File: src/rtl/three_bit_alu_sequencer.sv
// three_bit_alu_sequencer
//   Sequences a shared, purely combinational 3-bit adder (half-adder LSB,
//   no carry-in) to execute ADD, SUB, MUL and PASS on 3-bit unsigned
//   operands, producing a 6-bit result plus a carry/borrow flag.
//
//   Operation timing (accept edge to first out_valid cycle):
//     PASS 1, ADD 2, SUB 3, MUL 4.
//   SUB is computed as A + (~B + 1) using two adder passes.
//   MUL is a 3-iteration shift-add over {hi, lo}.
//   The adder inputs are driven only from state and registers, and are
//   held at zero whenever no execution cycle is running.

module three_bit_alu_sequencer (
  input  logic       in_clk,
  input  logic       in_rst,
  input  logic       in_valid,
  output logic       in_ready,
  input  logic [1:0] in_op,
  input  logic [2:0] in_a,
  input  logic [2:0] in_b,
  output logic       out_valid,
  input  logic       out_ready,
  output logic [5:0] out_res,
  output logic       out_flag,
  output logic [2:0] add_a,
  output logic [2:0] add_b,
  input  logic [2:0] add_s,
  input  logic       add_c
);

  // Operation encoding on in_op.
  localparam logic [1:0] OP_ADD  = 2'b00;
  localparam logic [1:0] OP_SUB  = 2'b01;
  localparam logic [1:0] OP_MUL  = 2'b10;
  localparam logic [1:0] OP_PASS = 2'b11;

  // Index of the last shift-add iteration for MUL.
  localparam logic [1:0] MUL_LAST = 2'd2;

  typedef enum logic [2:0] {
    S_IDLE = 3'd0,
    S_ADD  = 3'd1,
    S_SUB1 = 3'd2,
    S_SUB2 = 3'd3,
    S_MUL  = 3'd4,
    S_DONE = 3'd5
  } state_t;

  state_t state, state_next;

  // Latched operands, captured on accept.
  logic [2:0] a_q;
  logic [2:0] b_q;

  // SUB intermediates: two's complement of B and the carry of that pass.
  logic [2:0] t_q;
  logic       c1_q;

  // MUL shift-add accumulator and iteration counter.
  logic [2:0] hi_q;
  logic [2:0] lo_q;
  logic [1:0] iter_q;

  // Result registers; out_res keeps its last value after leaving DONE.
  logic [5:0] res_q;
  logic       flag_q;

  // Handshake qualifier.
  logic accept;

  // One shift-add step: the adder sum and carry sit above the low half,
  // and the whole 7-bit quantity moves right by one.
  logic [6:0] mul_sum;
  logic [5:0] mul_next;

  assign accept   = in_valid && (state == S_IDLE);
  assign mul_sum  = {add_c, add_s, lo_q};
  assign mul_next = mul_sum[6:1];

  assign out_res  = res_q;
  assign out_flag = flag_q;

  // State register: any reset aborts the running operation immediately.
  always_ff @(posedge in_clk or posedge in_rst) begin
    // NOTE: sequential state uses non-blocking (<=) so every flop samples
    // pre-edge values regardless of block ordering.
    if (in_rst) state <= S_IDLE;
    else        state <= state_next;
  end

  // Next-state logic: dispatch on op at accept, then walk the exec cycles.
  always_comb begin
    // NOTE: default first so every path assigns state_next (no latch).
    state_next = state;
    case (state)
      S_IDLE: begin
        if (in_valid) begin
          case (in_op)
            OP_ADD:  state_next = S_ADD;
            OP_SUB:  state_next = S_SUB1;
            OP_MUL:  state_next = S_MUL;
            OP_PASS: state_next = S_DONE;
            default: state_next = S_IDLE;
          endcase
        end
      end
      S_ADD:   state_next = S_DONE;
      S_SUB1:  state_next = S_SUB2;
      S_SUB2:  state_next = S_DONE;
      S_MUL:   state_next = (iter_q == MUL_LAST) ? S_DONE : S_MUL;
      S_DONE:  state_next = out_ready ? S_IDLE : S_DONE;
      default: state_next = S_IDLE;
    endcase
  end

  // Output logic: handshake flags and adder operands for the current cycle.
  always_comb begin
    in_ready  = 1'b0;
    out_valid = 1'b0;
    add_a     = 3'b000;
    add_b     = 3'b000;
    case (state)
      S_IDLE: in_ready = 1'b1;
      S_ADD: begin
        add_a = a_q;
        add_b = b_q;
      end
      S_SUB1: begin
        add_a = ~b_q;
        add_b = 3'b001;
      end
      S_SUB2: begin
        add_a = a_q;
        add_b = t_q;
      end
      S_MUL: begin
        add_a = hi_q;
        add_b = lo_q[0] ? a_q : 3'b000;
      end
      S_DONE:  out_valid = 1'b1;
      default: ;
    endcase
  end

  // Datapath: latch operands on accept and sample the adder at the end of
  // each exec cycle; results are written on the transition into DONE.
  always_ff @(posedge in_clk or posedge in_rst) begin
    // NOTE: these are a handful of flops, not a memory, so all of them are
    // reset to give a fully defined state after an aborted operation.
    if (in_rst) begin
      a_q    <= 3'b000;
      b_q    <= 3'b000;
      t_q    <= 3'b000;
      c1_q   <= 1'b0;
      hi_q   <= 3'b000;
      lo_q   <= 3'b000;
      iter_q <= 2'd0;
      res_q  <= 6'd0;
      flag_q <= 1'b0;
    end else begin
      case (state)
        S_IDLE: begin
          if (accept) begin
            a_q    <= in_a;
            b_q    <= in_b;
            hi_q   <= 3'b000;
            lo_q   <= in_b;
            iter_q <= 2'd0;
            if (in_op == OP_PASS) begin
              res_q  <= {3'b000, in_a};
              flag_q <= 1'b0;
            end
          end
        end
        S_ADD: begin
          res_q  <= {2'b00, add_c, add_s};
          flag_q <= add_c;
        end
        S_SUB1: begin
          t_q  <= add_s;
          c1_q <= add_c;
        end
        S_SUB2: begin
          // Borrow when neither pass carried out: c1 covers B == 0.
          res_q  <= {3'b000, add_s};
          flag_q <= ~(c1_q | add_c);
        end
        S_MUL: begin
          {hi_q, lo_q} <= mul_next;
          iter_q       <= iter_q + 2'd1;
          if (iter_q == MUL_LAST) begin
            res_q  <= mul_next;
            flag_q <= 1'b0;
          end
        end
        default: ;
      endcase
    end
  end

endmodule

File: config.mk
export PLATFORM = sky130hd
export DESIGN_NAME = three_bit_alu_sequencer
export DESIGN_NICKNAME = d
export VERILOG_FILES = /design/src/rtl/three_bit_alu_sequencer.sv
export SDC_FILE = /design/constraint.sdc
export NUM_CORES = 1
export LEC_CHECK = 0
export ABC_AREA = 1
export BUFFER_PORTS_ARGS = -buffer_cell sky130_fd_sc_hd__buf_4
export CAP_MARGIN = 40
export CELL_PAD_IN_SITES_DETAIL_PLACEMENT = 0
export CELL_PAD_IN_SITES_GLOBAL_PLACEMENT = 1
export CORE_MARGIN = 3
export CORE_UTILIZATION = 40
export CTS_BUF_LIST = sky130_fd_sc_hd__clkbuf_8
export DETAILED_ROUTE_END_ITERATION = 10
export PLACE_DENSITY = 0.81
export SKIP_CTS_REPAIR_TIMING = 1
export SLEW_MARGIN = 20
export SYNTH_ARGS = -nofsm -noshare
export SYNTH_HDL_FRONTEND = slang
export SYNTH_SLANG_ARGS = --single-unit
File: constraint.sdc
create_clock -name in_clk -period 1.4 [get_ports in_clk]
set_input_delay 0.28 -clock in_clk [delete_from_list [all_inputs] [get_ports in_clk]]
set_output_delay 0.28 -clock in_clk [all_outputs]
set_load 0.02 [all_outputs]
==> results.tsv <==
stage	metric	value	unit
run_status	status	complete, but fails checks	
run_status	failing checks	setup timing	
die	Die Y	67.2	um
sta	Final Max Slew Viols	0	
synthesis	Yosys top cell area share	46.8	%
global_routing	pin count of the biggest net entering global routing	29	
die	row count	21	
flow_run	max cap viols	0	
detailed_routing	First-pass DRT Iterations	4	
place	buffers added on ports	30	
global_routing	total track usage	19.1	%
detailed_routing	vias per inst	4.83	
sta	Final Critical Period	1.73	ns
worst_setup_path	crit-path leading delay family	flip-flops	
sta	Least-Margin Pin Slew	0.367	ns
die	starting density of the core	43.2	%
sta	fin worst setup slack	-0.334	ns
worst_setup_path	CP max FO	4	
worst_setup_path	crit path DAT	1.45	ns
global_routing	vias in the first global route	1444	
synthesis	simple-gate share of the synthesized area	33.5	%
synthesis	Seq/Total Area, Yosys	46.8	%
synthesis	top post-synthesis cells by area	dfrtp_1 (47%), nand2_1 (19%), inv_1 (5.5%)	
cts	Clock Latency Late Sink	0.28	ns
worst_setup_path	worst path cell trace	nor3_4 > inv_2 > o211ai_1 > buf_4	
sta	worst hold slack	0.0640	ns
detailed_routing	DRC Markers	0	
detailed_routing	WL per Instance	13.1	um
synthesis	Synth Net Count	216	
sta	endpoints failing hold	0	
synthesis	Yosys reg bits	28	
finish	Area growth, synth to finish	41.9	%
cts	Root Driver	clkbuf_8	
worst_setup_path	WP buf/inv	2	
detailed_routing	total number of vias	1450	
die	chip width	67.2	um
synthesis	Post-synth EDFFs	0	
global_routing	initial antenna violation count	0	
sta	Fin Clk Skew	0.00323	ns
power	Pwr Total	5.08	mW
synthesis	Commonest cells post-synth	nand2_1 (74), dfrtp_1 (28), inv_1 (22)	
sta	worst rel slew slack	75.5	%
worst_setup_path	Critical Path RT	1.12	ns
worst_setup_path	crit end category	output port	
place	gpl congestion	0.809	
cts	Clock Path Buffers	2	
cts	clk sinks	28	
cts	H-tree Lvls	1	
finish	layout cells sized above 1	35.8	%
place	Final HPWL DP	2960	um
finish	n_diodes	0	
synthesis	cell taking the most area after synthesis	dfrtp_1	
power	Leak	1.16	nW
sta	Finish-stage setup viols	29	
worst_setup_path	startpoint types	register	
global_routing	GR Overflow Total	0	
synthesis	Synth Area in Adders	3.34	%
sta	RSZ-0062 raised after global routing	true	
die	Placeable Area	3470	um^2
worst_setup_path	slowest CP cell	dfrtp_2	
worst_setup_path	worst r2r path cells	8	
synthesis	asr flop ratio synth	100	%
synthesis	Synth Flop Type	dfrtp_1	
cts	number of CTS-inserted buffers	3	
worst_setup_path	worst stage delay on the critical path	0.47	ns
synthesis	syn avg cell area	7.64	um^2
die	# IOs	31	
power	pwr dens	2390	nW/um^2
finish	nets	275	
synthesis	Post-Syn Area	1500	um^2
worst_hold_path	Min-Delay Path Class	input pin to async pin	
detailed_routing	Final ANT Viol Nets	0	
power	worst vdd ir	1.25	mV
cts	CTS tree	built	
finish	Util after Layout	61.3	%
synthesis	post-synthesis mux area share	0	%
synthesis	most numerous cell in the Yosys netlist	nand2_1	
finish	fillcell total	328	
finish	Reg area	704	um^2
detailed_routing	DRT iter0 DRCs	60	
synthesis	post-synth cell types	22	
worst_setup_path	R2R Setup Slk	-0.15	ns
synthesis	Yosys warnings	0	
synthesis	xor and xnor area share after synthesis	0	%
global_routing	first-pass GRT wire length	6570	um
synthesis	synthesized instance count	196	
detailed_routing	final wirelength	3930	um
synthesis	main combinational cell family by area after synthesis	simple AND/OR/NAND/NOR gates	
synthesis	Compound-Gate Fraction of Synth Area	8.27	%
worst_setup_path	R2R Path End	lo_q[2]$_DFFE_PP0P_	
finish	multi-input combinational cell area	741	um^2
worst_setup_path	RR Startpoint	state[0]$_DFFE_PP0P_	
worst_setup_path	CP Class	register to output port	
sta	final period utilization	124	%
sta	f_max	0.577	GHz
cts	clk slew on worst S/H paths	0.10	ns
die	die area	4510	um^2
-- worst reg2reg max path: stages, from the launching register on --
cell and delay [ns]:
dfrtp_2 0.48, nor2_4 0.16, buf_4 0.12, buf_4 0.12
nand2_4 0.07, nor2_4 0.23, buf_4 0.16, nand2_2 0.06
nand3_1 0.09
-- stage by stage --
step / cell area (um^2) / setup TNS, ns / worst slack, ns / std cells
5_1_grt: 2120 / -6.70 / -0.420 / 300
6_report: 2120 / -4.07 / -0.334 / 300
3_3_place_gp: 1920 / -0.152 / -0.0400 / 288
2_1_floorplan: 1510 / -0.325 / -0.0758 / 196
4_1_cts: 1990 / -2.97 / -0.403 / 292
3_5_place_dp: 1920 / -0.372 / -0.0780 / 288
-- routing by layer --
layer	track usage [%]	share of wire [%]	vias up	wire [um]
met3	2.66	3.6	4	143
li1	-	-	730	-
met4	5.32	0.59	0	23
met1	26.2	47	688	1830
met5	0	0	-	0
met2	31.7	49	28	1930
-- how the worst max path moves through the flow --
stage	startpoint	endpoint	slack, ns	cells past startpoint
floorplan	state[2]$_DFFE_PP0P_	add_a[0]	-0.08	4
global placement	state[1]$_DFFE_PP0P_	add_a[0]	-0.04	5
detailed placement	state[1]$_DFFE_PP0P_	add_a[0]	-0.08	5
CTS	state[1]$_DFFE_PP0P_	add_a[0]	-0.40	5
global route	state[0]$_DFFE_PP0P_	add_b[1]	-0.42	6
finish	state[2]$_DFFE_PP0P_	add_a[0]	-0.33	4
-- power breakdown --
part	total [mW]	switching [mW]	internal, mW	leakage, nW
clock network	0.647	0.264	0.383	0.0357
logic	2.95	1.67	1.27	0.777
registers	1.49	0.301	1.19	0.346
total	5.08	2.24	2.84	1.16
-- area by class of cell --
class | instances | share of cell area [%]
Sequential cell | 28 | 33.2
Inverter | 29 | 5.24
Clock inverter | 1 | 1.41
Tap cell | 46 | 2.71
Clock buffer | 3 | 1.94
Timing Repair Buffer | 55 | 20.7
Multi-Input combinational cell | 138 | 34.9
-- kinds of logic after synthesis --
| group | Yosys count |
|---|---|
| AO/OA/AOI/OAI | 21 |
| adder cells (fa/ha/maj) | 4 |
| buffers and inverters | 31 |
| flip-flops | 28 |
| AND/OR/NAND/NOR | 112 |
-- sequential cells by signal, indices dropped and copies added, names as in the netlist --
name	count
lo_q	3
t_q	3
state	3
a_q	3
out_flag	1
out_res	6
iter_q	2
c1_q	1
b_q	3
hi_q	3
-- cell usage in the layout, fill, tap and decap left out, drive strengths merged --
| cell | instances |
|---|---|
| inv | 29 |
| dfrtp | 28 |
| ha | 4 |
| o211ai | 5 |
| nor3 | 2 |
| buf | 55 |
| o21a | 1 |
| clkbuf | 3 |
| bufinv | 1 |
| o2111ai | 1 |
| nand4 | 1 |
| o21ai | 12 |
| a21oi | 2 |
| nand3 | 17 |
| nor2 | 14 |
| nand2 | 79 |
Power figures use the tool's default switching activity.
